<file path="config.mk">
export PLATFORM = sky130hd
export DESIGN_NAME = itr_perm_seq_flat
export DESIGN_NICKNAME = d
export VERILOG_FILES = /design/src/rtl/itr_perm_seq_if.sv /design/src/rtl/itr_perm_seq.sv /design/src/flat_wrapper.sv
export SDC_FILE = /design/constraint.sdc
export NUM_CORES = 1
export LEC_CHECK = 0
export CORE_MARGIN = 2
export CORE_UTILIZATION = 58
export DETAILED_ROUTE_END_ITERATION = 12
export PLACE_DENSITY_LB_ADDON = 0.05
export SYNTH_ARGS = -nofsm -noshare
export SYNTH_HDL_FRONTEND = slang
export SYNTH_SLANG_ARGS = --single-unit
</file>
<file path="constraint.sdc">
create_clock -name clk -period 4.7 [get_ports clk]
set_input_delay 1.41 -clock clk [delete_from_list [all_inputs] [get_ports clk]]
set_output_delay 1.41 -clock clk [all_outputs]
set_load 0.05 [all_outputs]
</file>
<file path="src/rtl/itr_perm_seq_if.sv">
// rtl/itr_perm_seq_if.sv - handshake/select bundle between the FFT controller and the iteration/permutation sequencer
// ERR is present only when ITR_PERM_SEQ_ERR_EN is defined.
interface itr_perm_seq_if;
  logic       start;
  logic       vld_iobuf;
  logic       vld_fsc;
  logic       sel_itr;
  logic       sel_permr;
  logic       vld_out;
  logic [3:0] stg;
  logic       busy;
  logic       done;
`ifdef ITR_PERM_SEQ_ERR_EN
  logic       err;

  modport master (
    output start, vld_iobuf, vld_fsc,
    input  sel_itr, sel_permr, vld_out, stg, busy, done, err
  );

  modport slave (
    input  start, vld_iobuf, vld_fsc,
    output sel_itr, sel_permr, vld_out, stg, busy, done, err
  );
`else
  modport master (
    output start, vld_iobuf, vld_fsc,
    input  sel_itr, sel_permr, vld_out, stg, busy, done
  );

  modport slave (
    input  start, vld_iobuf, vld_fsc,
    output sel_itr, sel_permr, vld_out, stg, busy, done
  );
`endif
endinterface

</file>
<file path="src/rtl/itr_perm_seq.sv">
// rtl/itr_perm_seq.sv - iteration-source / pair-swap sequencer for the FFT front end
// Optional sticky wrong-source flag ERR enabled by ITR_PERM_SEQ_ERR_EN.
module itr_perm_seq #(
  parameter int LOG2N   = 6,
  parameter int NSTG    = 6,
  parameter int GAP_CYC = 2
) (
  input  logic          clk,
  input  logic          rst,
  itr_perm_seq_if.slave bus
);

  localparam int             KW       = LOG2N - 1;
  localparam logic [KW-1:0]  K_LAST   = '1;
  localparam logic [3:0]     STG_LAST = 4'(NSTG - 1);
  localparam logic [3:0]     GAP_LAST = (GAP_CYC > 0) ? 4'(GAP_CYC - 1) : 4'd0;

  typedef enum logic [1:0] {
    S_IDLE,
    S_RUN,
    S_GAP,
    S_FIN
  } state_t;

  state_t        state_q, state_d;
  logic [3:0]    stg_q, stg_d;
  logic [KW-1:0] k_q, k_d;
  logic [3:0]    gap_q, gap_d;

  logic          cur_vld;
  logic          in_run;
  logic          in_gap;
  logic [KW-1:0] k_shift;

  assign in_run  = (state_q == S_RUN);
  assign in_gap  = (state_q == S_GAP);
  assign cur_vld = (stg_q == 4'd0) ? bus.vld_iobuf : bus.vld_fsc;

  always_ff @(posedge clk or posedge rst) begin
    if (rst) begin
      state_q <= S_IDLE;
      stg_q   <= 4'd0;
      k_q     <= '0;
      gap_q   <= 4'd0;
    end else begin
      state_q <= state_d;
      stg_q   <= stg_d;
      k_q     <= k_d;
      gap_q   <= gap_d;
    end
  end

  always_comb begin
    state_d = state_q;
    stg_d   = stg_q;
    k_d     = k_q;
    gap_d   = gap_q;
    case (state_q)
      S_IDLE: begin
        if (bus.start) begin
          state_d = S_RUN;
          stg_d   = 4'd0;
          k_d     = '0;
          gap_d   = 4'd0;
        end
      end
      S_RUN: begin
        if (cur_vld) begin
          k_d = k_q + 1'b1;
          if (k_q == K_LAST) begin
            k_d = '0;
            if (stg_q == STG_LAST) begin
              state_d = S_FIN;
            end else if (GAP_CYC == 0) begin
              stg_d = stg_q + 4'd1;
            end else begin
              state_d = S_GAP;
              gap_d   = 4'd0;
            end
          end
        end
      end
      S_GAP: begin
        if (gap_q == GAP_LAST) begin
          state_d = S_RUN;
          stg_d   = stg_q + 4'd1;
          gap_d   = 4'd0;
        end else begin
          gap_d = gap_q + 4'd1;
        end
      end
      S_FIN: begin
        state_d = S_IDLE;
        stg_d   = 4'd0;
        k_d     = '0;
      end
      default: begin
        state_d = S_IDLE;
      end
    endcase
  end

  // Stage s swaps on pair-index bit s-1; shifting past the counter width yields 0 for late stages.
  assign k_shift = k_q >> (stg_q - 4'd1);

  assign bus.stg       = stg_q;
  assign bus.busy      = in_run | in_gap;
  assign bus.done      = (state_q == S_FIN);
  assign bus.sel_itr   = (in_run | in_gap) & (stg_q != 4'd0);
  assign bus.sel_permr = in_run & (stg_q != 4'd0) & k_shift[0];
  assign bus.vld_out   = in_run & cur_vld;

`ifdef ITR_PERM_SEQ_ERR_EN
  logic err_q, err_d;
  logic wrong_vld;

  assign wrong_vld = (in_run & ((stg_q == 4'd0) ? bus.vld_fsc : bus.vld_iobuf))
                   | (in_gap & (bus.vld_fsc | bus.vld_iobuf));

  always_comb begin
    err_d = err_q | wrong_vld;
    if (state_q == S_IDLE && bus.start) begin
      err_d = 1'b0;
    end
  end

  always_ff @(posedge clk or posedge rst) begin
    if (rst) begin
      err_q <= 1'b0;
    end else begin
      err_q <= err_d;
    end
  end

  assign bus.err = err_q;
`endif

endmodule

</file>
<file path="src/flat_wrapper.sv">
// flat-port wrapper written by rule: the top's interface ports become plain ports
module itr_perm_seq_flat 
#(
  parameter int LOG2N   = 6,
  parameter int NSTG    = 6,
  parameter int GAP_CYC = 2
)
  (clk, rst, bus_start, bus_vld_iobuf, bus_vld_fsc, bus_sel_itr, bus_sel_permr, bus_vld_out, bus_stg, bus_busy, bus_done);
  itr_perm_seq_if bus_i ();
  input  logic clk;
  input  logic rst;
  input wire logic [$bits(bus_i.start)-1:0] bus_start;
  input wire logic [$bits(bus_i.vld_iobuf)-1:0] bus_vld_iobuf;
  input wire logic [$bits(bus_i.vld_fsc)-1:0] bus_vld_fsc;
  output wire logic [$bits(bus_i.sel_itr)-1:0] bus_sel_itr;
  output wire logic [$bits(bus_i.sel_permr)-1:0] bus_sel_permr;
  output wire logic [$bits(bus_i.vld_out)-1:0] bus_vld_out;
  output wire logic [$bits(bus_i.stg)-1:0] bus_stg;
  output wire logic [$bits(bus_i.busy)-1:0] bus_busy;
  output wire logic [$bits(bus_i.done)-1:0] bus_done;
  assign bus_i.start = bus_start;
  assign bus_i.vld_iobuf = bus_vld_iobuf;
  assign bus_i.vld_fsc = bus_vld_fsc;
  assign bus_sel_itr = bus_i.sel_itr;
  assign bus_sel_permr = bus_i.sel_permr;
  assign bus_vld_out = bus_i.vld_out;
  assign bus_stg = bus_i.stg;
  assign bus_busy = bus_i.busy;
  assign bus_done = bus_i.done;
  itr_perm_seq #(.LOG2N(LOG2N), .NSTG(NSTG), .GAP_CYC(GAP_CYC)) u_core (.clk(clk), .rst(rst), .bus(bus_i));
endmodule
</file>
Word-level counts from Yosys, hierarchy flattened --
Index checks and enable logic that the tools add are counted.
Word-level totals: input port bits 5, memories 0, latch bits 0, flip-flop bits (word level) 15, word-level logic and storage cells 54, bits in read-only memories 0, memory bits (writable) 0, output and inout bits 9
Operators by class: shift-type cells 1, order comparisons 0, eq/ne operators 11, mux-type cells 19, add/subtract/negate cells 4, divide/modulo/power cells 0, $mul 0, bitwise gates (word level) 5, reduce and logical (&&, ||, !) cells 10
Operators by type and width (number):
- 4-bit 2-to-1 mux | 6
- 4-bit case mux with 3 select lines | 2
- 5-bit 2-to-1 mux | 3
- 5-bit case mux with 3 select lines | 1
- 3-bit nonzero test | 3
- 4-bit by 1-bit adder with 4-bit output (second input constant) | 2
- 2-bit 2-to-1 mux | 4
- 2-bit inequality test (second input constant) | 4
- 2-bit case mux with 4 select lines | 1
- 3-bit AND reduction | 2
- 5-bit by 1-bit adder with 5-bit output (second input constant) | 1
- 5-bit == test (second input constant) | 1
- 5-bit AND reduction | 1
- 5-bit by 4-bit >> shifter with 1-bit output | 1
- 1-bit AND | 4
- 2-bit == test (second input constant) | 2
- 4-bit by 1-bit == test with 1-bit output (second input constant) | 1
- 4-bit by 3-bit == test with 1-bit output (second input constant) | 1
- 4-bit logical NOT | 1
- 4-bit AND reduction | 1
- 4-bit nonzero test | 1
- 4-bit by 1-bit subtractor with 4-bit output (second input constant) | 1
- 2-bit by 1-bit == test with 1-bit output (second input constant) | 1
- 2-bit logical NOT | 1
- other kinds (3) | 4

Logic depth before layout (Yosys ltp) --
Gate-level depths: netlist (run 1).
depth after elaboration 5, depth in mapped cells 8, depth with buffers taken out 7

Worst setup path after synthesis (run 1) --
OpenSTA, ideal clock, no wires.
path type register -> output, start register u_core.stg_q[0] (netlist: u_core.bus.stg[0]), end output bus_vld_out, slack 0.813 ns, cell stages (with the launch flop) 7, data required time 3.290 ns, buffers on the path 1, data arrival time 2.477 ns, cells stage by stage dfrtp_1 -> inv_1 -> ha_1 -> or3b_1 -> mux2i_2 -> buf_4 -> nor2b_1
On the way: longest elaborated chain between the ends 3
Ends and longest elaborated chain:
- start: declaration | RTL line itr_perm_seq.sv:26 | logic [3:0] stg_q, stg_d;
- start signal: assignment | RTL line itr_perm_seq.sv:47 | stg_q <= stg_d;
- 4-bit logical NOT | RTL line itr_perm_seq.sv:37 | assign cur_vld = (stg_q == 4'd0) ? bus.vld_iobuf : bus.vld_fsc;
- 1-bit 2-to-1 mux | RTL line itr_perm_seq.sv:37
- 1-bit AND | RTL line itr_perm_seq.sv:111 | assign bus.vld_out = in_run & cur_vld;
- end: declaration | RTL line flat_wrapper.sv:17 | output wire logic [$bits(bus_i.vld_out)-1:0] bus_vld_out;
Every way passes these cells.

Worst setup path in the final report (run 1) --
start register u_core.stg_q[0] (netlist: u_core.bus.stg[0]), end output bus_sel_permr
On the way: longest elaborated chain between the ends 3
Ends and longest elaborated chain:
- 4-bit by 1-bit subtractor with 4-bit output / 4-bit nonzero test (equally long branches) | RTL line itr_perm_seq.sv:104, itr_perm_seq.sv:110
- 5-bit by 4-bit >> shifter with 1-bit output / 1-bit AND (equally long branches) | RTL line itr_perm_seq.sv:104, itr_perm_seq.sv:110
- 1-bit AND * | RTL line itr_perm_seq.sv:110 | assign bus.sel_permr = in_run & (stg_q != 4'd0) & k_shift[0];
- end: declaration | RTL line flat_wrapper.sv:16 | output wire logic [$bits(bus_i.sel_permr)-1:0] bus_sel_permr;
Mark *: on every way between the ends. The rest lies on a longest branch, timed or not.

==> results.yml, run 1 <==
placed_design:
  place_ws_ns: 0.567
  gp_congestion: 0.795
  io_buffer_count: 13
  place_inst: 154
  hpwlAfterDp_mm: 1.69
yosys:
  syn_nets: 136
  ys_ff_latch: 15
  synth-edff-count: 0
  ys.flop_type: "dfrtp_1"
  ys_warn_count: 0
  syn-cell-area_um2: 1170
  yosysSeqAreaShare: 0.321
  syn_inst: 120
  synth.distinct_cells: 46
  synthArstFlopShare: 1.00
  avgSynthCellArea_um2: 9.75
worst_setup_path:
  startpoint_type: "flip-flop"
  arrival_ns: 2.86
  crit_path_start: "u_core.bus.stg[0]$_DFFE_PP0P_"
  reg2reg_depth: 6
  worstPathRequired_ns: 3.29
  r2r_start: "u_core.bus.stg[0]$_DFFE_PP0P_"
  crit_path_end_kind: "primary output"
  critPathKind: "reg -> out"
  timing.rr.end: "u_core.gap_q[0]$_DFFE_PP0P_"
  rrSetupSlack_ns: 2.08
  crit_fanout: 7
timing:
  drv_slew: 0
  skew_ns: 0.00472
  worstMarginPinSlew_ns: 0.834
  final-hold-violation-count: 0
  period_share: 0.908
  final.setup.tns_ns: 0
  setup_viol: 0
  maxSlewHeadroom: 0.441
  setup_ws_ns: 0.431
  rsz0062_at_grt: "false"
  fmax_mhz: 234
  holdWs_ns: 0.542
  min_period_ns: 4.27
detailed_routing:
  ant_nets: 0
  wire_per_inst_um: 14.5
  first_pass_iters: 4
  via_per_inst: 6.16
  drt_iter0_drc: 25
  drc: 0
  num_vias: 973
  routed_wl_mm: 2.30
clock_network:
  cts_tree: "done"
  postCtsSetupRepairBufs: 0
  insertion_delay_ns: 0.29
  holdBufCountCts: 0
  clkSinkCount: 15
  cts-root-buf: "clkbuf_4"
  cts-buffers-inserted: 3
  cts.repair.resized: 0
  clk_pin_slew_worst_paths_ns: 0.10
  cts_buffer_depth: 2
  ctsHtreeMaxLevel: 1
power:
  p_int_mw: 0.284
  p_seq_frac: 0.399
  pwr-share-comb: 0.436
  p_switching_mw: 0.186
  p_per_area_nw_per_um2: 352
  p_leak_nw: 0.610
  swShare: 0.395
  ir_drop_mv: 0.307
  power.share.clock: 0.165
floorplanning:
  num_rows: 16
  core_area_um2: 1920
  fp.dieW_um: 48.9
  start_util: 0.609
  fp.dieH_um: 48.9
  pin_count: 14
  die-area_um2: 2390
layout:
  mostFrequentLayoutCell: "dfrtp_1"
  layout.nets: 148
  final_cell_mix: "dfrtp_1, clkdlybuf4s50_1, ha_1"
  antennaDiodeCount: 0
  fin_util: 0.695
  nFillCells: 164
  drive_gt1_frac: 0.145
  stdcell_count: 158
  area_delta_synth_final_pct: 14.1
run:
  maxCapViolations: 0
worst_hold_path:
  worstHoldEndpoint: "u_core.gap_q[3]$_DFFE_PP0P_"
  worstHoldStart: "u_core.gap_q[3]$_DFFE_PP0P_"
  hp-class: "reg -> reg"
  whs_path_depth: 1
global_routing:
  grt_use_total: 0.219
  grt_pass1_vias: 899
  grt_overflow: 0
  grt_pass1_wl_mm: 4.05
  grt_max_degree: 23
  antenna_found_initial: 0
status:
  status: "finished, final reports clean"
-- sequential cells by signal, summed over array words and instances, names as in the netlist --
name            count
u_core.bus.stg      4
u_core.gap_q        4
u_core.k_q          5
u_core.state_q      2
-- cells in the mapped netlist, types with 2 or more instances --
cell       count  share of area
a31oi_1        2          0.011
and2_1         2          0.011
nor3b_1        3          0.019
mux2i_1        2          0.017
nand3_1        4          0.017
mux2_4         2          0.026
ha_1          11           0.12
a211o_1        3          0.022
nand2_1        7          0.022
and3_1         2          0.011
or2_2          2          0.011
mux2_2         3          0.029
inv_1          9          0.029
dfrtp_1       15           0.32
clkbuf_1       4          0.013
nor2_1         8          0.026
a2111oi_0      4          0.030
nor2b_1        3          0.016
nand3b_1       2          0.013
or3b_1         2          0.015
o211ai_1       3          0.019
a22o_1         3          0.022
-- per-stage QoR --
stage / total power [mW] / area (um2)
finish: 0.470 / 1340
global route: 0.507 / 1340
CTS: 0.472 / 1340
detailed placement: 0.393 / 1310
global placement: 0.389 / 1310
floorplan: 0.348 / 1170
-- per-layer routing --
metal | share of wire | up-vias | GRT usage
met3 | 0.060 | 5 | 0.0307
met5 | 0 | - | 0
met1 | 0.45 | 465 | 0.288
li1 | - | 474 | -
met4 | 0.017 | 0 | 0.0762
met2 | 0.47 | 29 | 0.370
-- logic make-up (layout without fill, tap and decap cells) --
logic type	after synthesis	after routing	share of synthesized area
flip-flops	15	15	0.321
adder cells (fa/ha/maj)	11	11	0.118
buffers and inverters	16	27	0.0556
XOR/XNOR	1	1	0.00749
AND/OR/NAND/NOR	42	42	0.209
multiplexers	9	9	0.103
AO/OA/AOI/OAI	26	26	0.187
-- critical path, cell delays in order, from the launching register on --
cell and delay (ns):
dfrtp_1 0.47, inv_1 0.12, ha_1 0.36, mux4_2 0.50, a211o_1 0.28, o2111a_1 0.13
clkdlybuf4s50_1 0.70
-- power by group through the flow --
stage	clock network (mW)	registers (mW)	logic, mW
after floorplan	0	0.180	0.169
final	0.0776	0.188	0.205
after global routing	0.0854	0.194	0.228
after global placement	0	0.189	0.201
after CTS	0.0798	0.187	0.205
after detailed placement	0	0.189	0.204
-- area by class of cell --
| class | instances | area [um2] | area share |
|---|---|---|---|
| Multi-Input combinational cell | 89 | 729 | 0.546 |
| Clock inverter | 1 | 5.00 | 0.00375 |
| Timing Repair Buffer | 14 | 135 | 0.101 |
| Tap cell | 27 | 33.8 | 0.0253 |
| Clock buffer | 3 | 22.5 | 0.0169 |
| Sequential cell | 15 | 375 | 0.281 |
| Inverter | 9 | 33.8 | 0.0253 |
-- worst max path at each step --
stage	end	slack, ns	cells after the start
finish	bus_sel_permr	0.43	6
detailed placement	bus_vld_out	0.57	4
floorplan	bus_vld_out	0.81	6
global route	bus_sel_permr	0.32	6
global placement	bus_vld_out	0.61	4
CTS	bus_sel_permr	0.41	6
No activity file was read; power rests on OpenSTA's default activity.
==> inputs of run 2 (changes only) <==
--- a/config.mk
+++ b/config.mk
@@ -9,6 +9,7 @@
 export CORE_UTILIZATION = 58
 export DETAILED_ROUTE_END_ITERATION = 12
 export PLACE_DENSITY_LB_ADDON = 0.05
+export SLEW_MARGIN = 25
 export SYNTH_ARGS = -nofsm -noshare
 export SYNTH_HDL_FRONTEND = slang
 export SYNTH_SLANG_ARGS = --single-unit
==> results of run 2 <==
The final DEF is identical to that of run 1; final timing and power are the same.
==> inputs of run 3 (changes only) <==
--- a/config.mk
+++ b/config.mk
@@ -6,9 +6,10 @@
 export NUM_CORES = 1
 export LEC_CHECK = 0
 export CORE_MARGIN = 2
-export CORE_UTILIZATION = 58
+export CORE_UTILIZATION = 59
 export DETAILED_ROUTE_END_ITERATION = 12
 export PLACE_DENSITY_LB_ADDON = 0.05
+export REMOVE_ABC_BUFFERS = 1
 export SLEW_MARGIN = 25
 export SYNTH_ARGS = -nofsm -noshare
 export SYNTH_HDL_FRONTEND = slang
==> results.yml, run 3 (synthesis results as in run 1) <==
detailed_routing:
  via_per_inst: 6.25
  wire_per_inst_um: 14.7
  routed_wl_mm: 2.33
  ant_nets: 0
  drt_iter0_drc: 6
  first_pass_iters: 4
  drc: 0
  num_vias: 987
placed_design:
  gp_congestion: 0.813
  hpwlAfterDp_mm: 1.69
  place_inst: 154
  place_ws_ns: 0.561
  io_buffer_count: 13
  place_area_um2: 1310
floorplanning:
  fp.dieH_um: 48.5
  start_util: 0.609
  core_area_um2: 1920
  pin_count: 14
  fp.dieW_um: 48.5
  die-area_um2: 2360
  num_rows: 16
global_routing:
  grt_use_total: 0.225
  grt_max_degree: 23
  grt_pass1_vias: 948
  antenna_found_initial: 0
  grt_overflow: 0
  grt_pass1_wl_mm: 4.16
layout:
  largest_reg_flops: 5
  mostFrequentLayoutCell: "dfrtp_1"
  area_delta_synth_final_pct: 14.1
  final_area_um2: 1340
  drive_gt1_frac: 0.145
  final_cell_mix: "dfrtp_1, clkdlybuf4s50_1, ha_1"
  antennaDiodeCount: 0
  fin_util: 0.695
  stdcell_count: 158
  layout.nets: 148
  largest-register: "u_core.k_q"
clock_network:
  holdBufCountCts: 0
  clkSinkCount: 15
  cts-root-buf: "clkbuf_4"
  insertion_delay_ns: 0.29
  clk_pin_slew_worst_paths_ns: 0.09
  ctsHtreeMaxLevel: 1
  cts_buffer_depth: 2
  cts_tree: "done"
  postCtsSetupRepairBufs: 0
  cts-buffers-inserted: 3
  cts.repair.resized: 0
worst_setup_path:
  crit_cells: 6
  crit_path_end_kind: "primary output"
  crit_fanout: 7
  endpoint: "bus_sel_permr"
  worstPathRequired_ns: 3.29
  reg2reg_depth: 6
  critPathKind: "reg -> out"
  timing.rr.end: "u_core.gap_q[1]$_DFFE_PP0P_"
  rrSetupSlack_ns: 2.01
  arrival_ns: 2.85
  crit_family: "buffers and inverters"
  worstPathCellList: "inv_1 > ha_1 > mux4_2 > a211o_1 > o2111a_1 > clkdlybuf4s50_1"
  cp_num_buf_inv: 2
  cpMaxStageDelayCell: "clkdlybuf4s50_1"
  crit_path_start: "u_core.bus.stg[0]$_DFFE_PP0P_"
  r2r_start: "u_core.bus.stg[0]$_DFFE_PP0P_"
  startpoint_type: "flip-flop"
  slowest_delay_ns: 0.70
timing:
  setup_viol: 0
  final.setup.tns_ns: 0
  drv_slew: 0
  period_share: 0.907
  maxSlewHeadroom: 0.436
  final-hold-violation-count: 0
  min_period_ns: 4.26
  worstMarginPinSlew_ns: 0.841
  holdWs_ns: 0.531
  rsz0062_at_grt: "false"
  skew_ns: 0.00868
  fmax_mhz: 235
  setup_ws_ns: 0.436
power:
  fin_total_pwr_mw: 0.469
  p_seq_frac: 0.399
  power.share.clock: 0.164
  p_per_area_nw_per_um2: 351
  swShare: 0.393
  p_switching_mw: 0.184
  p_int_mw: 0.285
  pwr-share-comb: 0.436
  ir_drop_mv: 0.281
  p_leak_nw: 0.610
worst_hold_path:
  hp-class: "reg -> reg"
status:
  status: "finished, final reports clean"
run:
  maxCapViolations: 0
-- run 3: cell counts in the layout (fill, tap and decap cells not counted) --
Identical to the previous run, type by type.
-- run 3: cell type report --
cell class,count,area (um2)
tap,27,33.8
timing repair buffer,14,135
fill,176,587
clock buffer,3,22.5
inverter,9,33.8
clock inverter,1,5.00
multi-input combinational,89,729
sequential,15,375
-- run 3: worst min path at each step --
| stage | startpoint | end | slack [ns] | depth (start not counted) |
|---|---|---|---|---|
| 2_1_floorplan | u_core.gap_q[3]$_DFFE_PP0P_ | u_core.gap_q[3]$_DFFE_PP0P_ | 0.48 | 1 |
| 3_3_place_gp | u_core.gap_q[3]$_DFFE_PP0P_ | u_core.gap_q[3]$_DFFE_PP0P_ | 0.50 | 1 |
| 3_5_place_dp | u_core.gap_q[3]$_DFFE_PP0P_ | u_core.gap_q[3]$_DFFE_PP0P_ | 0.51 | 1 |
| 4_1_cts | u_core.gap_q[3]$_DFFE_PP0P_ | u_core.gap_q[3]$_DFFE_PP0P_ | 0.53 | 1 |
| 5_1_grt | u_core.gap_q[3]$_DFFE_PP0P_ | u_core.gap_q[3]$_DFFE_PP0P_ | 0.57 | 1 |
| 6_report | u_core.gap_q[3]$_DFFE_PP0P_ | u_core.gap_q[3]$_DFFE_PP0P_ | 0.53 | 1 |
-- run 3: metal layers --
| metal | vias up | global-route usage | part of all wire | wire (um) |
|---|---|---|---|---|
| met5 | - | 0 | 0 | 0 |
| met1 | 495 | 0.287 | 0.46 | 1060 |
| li1 | 471 | - | - | - |
| met3 | 4 | 0.0278 | 0.030 | 71 |
| met4 | 0 | 0.0857 | 0.011 | 26 |
| met2 | 17 | 0.389 | 0.50 | 1170 |
-- run 3: worst reg2reg max path: stages (launching register included) --
cell,delay [ns]
dfrtp_1,0.47
inv_1,0.14
ha_1,0.27
or3b_1,0.44
mux2i_2,0.61
a21o_1,0.33
mux2_4,0.32
-- run 3: power groups by stage --
| stage | clock [mW] | sequential (mW) | combinational [mW] |
|---|---|---|---|
| after floorplan | 0 | 0.180 | 0.164 |
| after global placement | 0 | 0.187 | 0.197 |
| after detailed placement | 0 | 0.189 | 0.205 |
| after CTS | 0.0780 | 0.186 | 0.206 |
| after global routing | 0.0842 | 0.192 | 0.224 |
| final | 0.0770 | 0.187 | 0.205 |
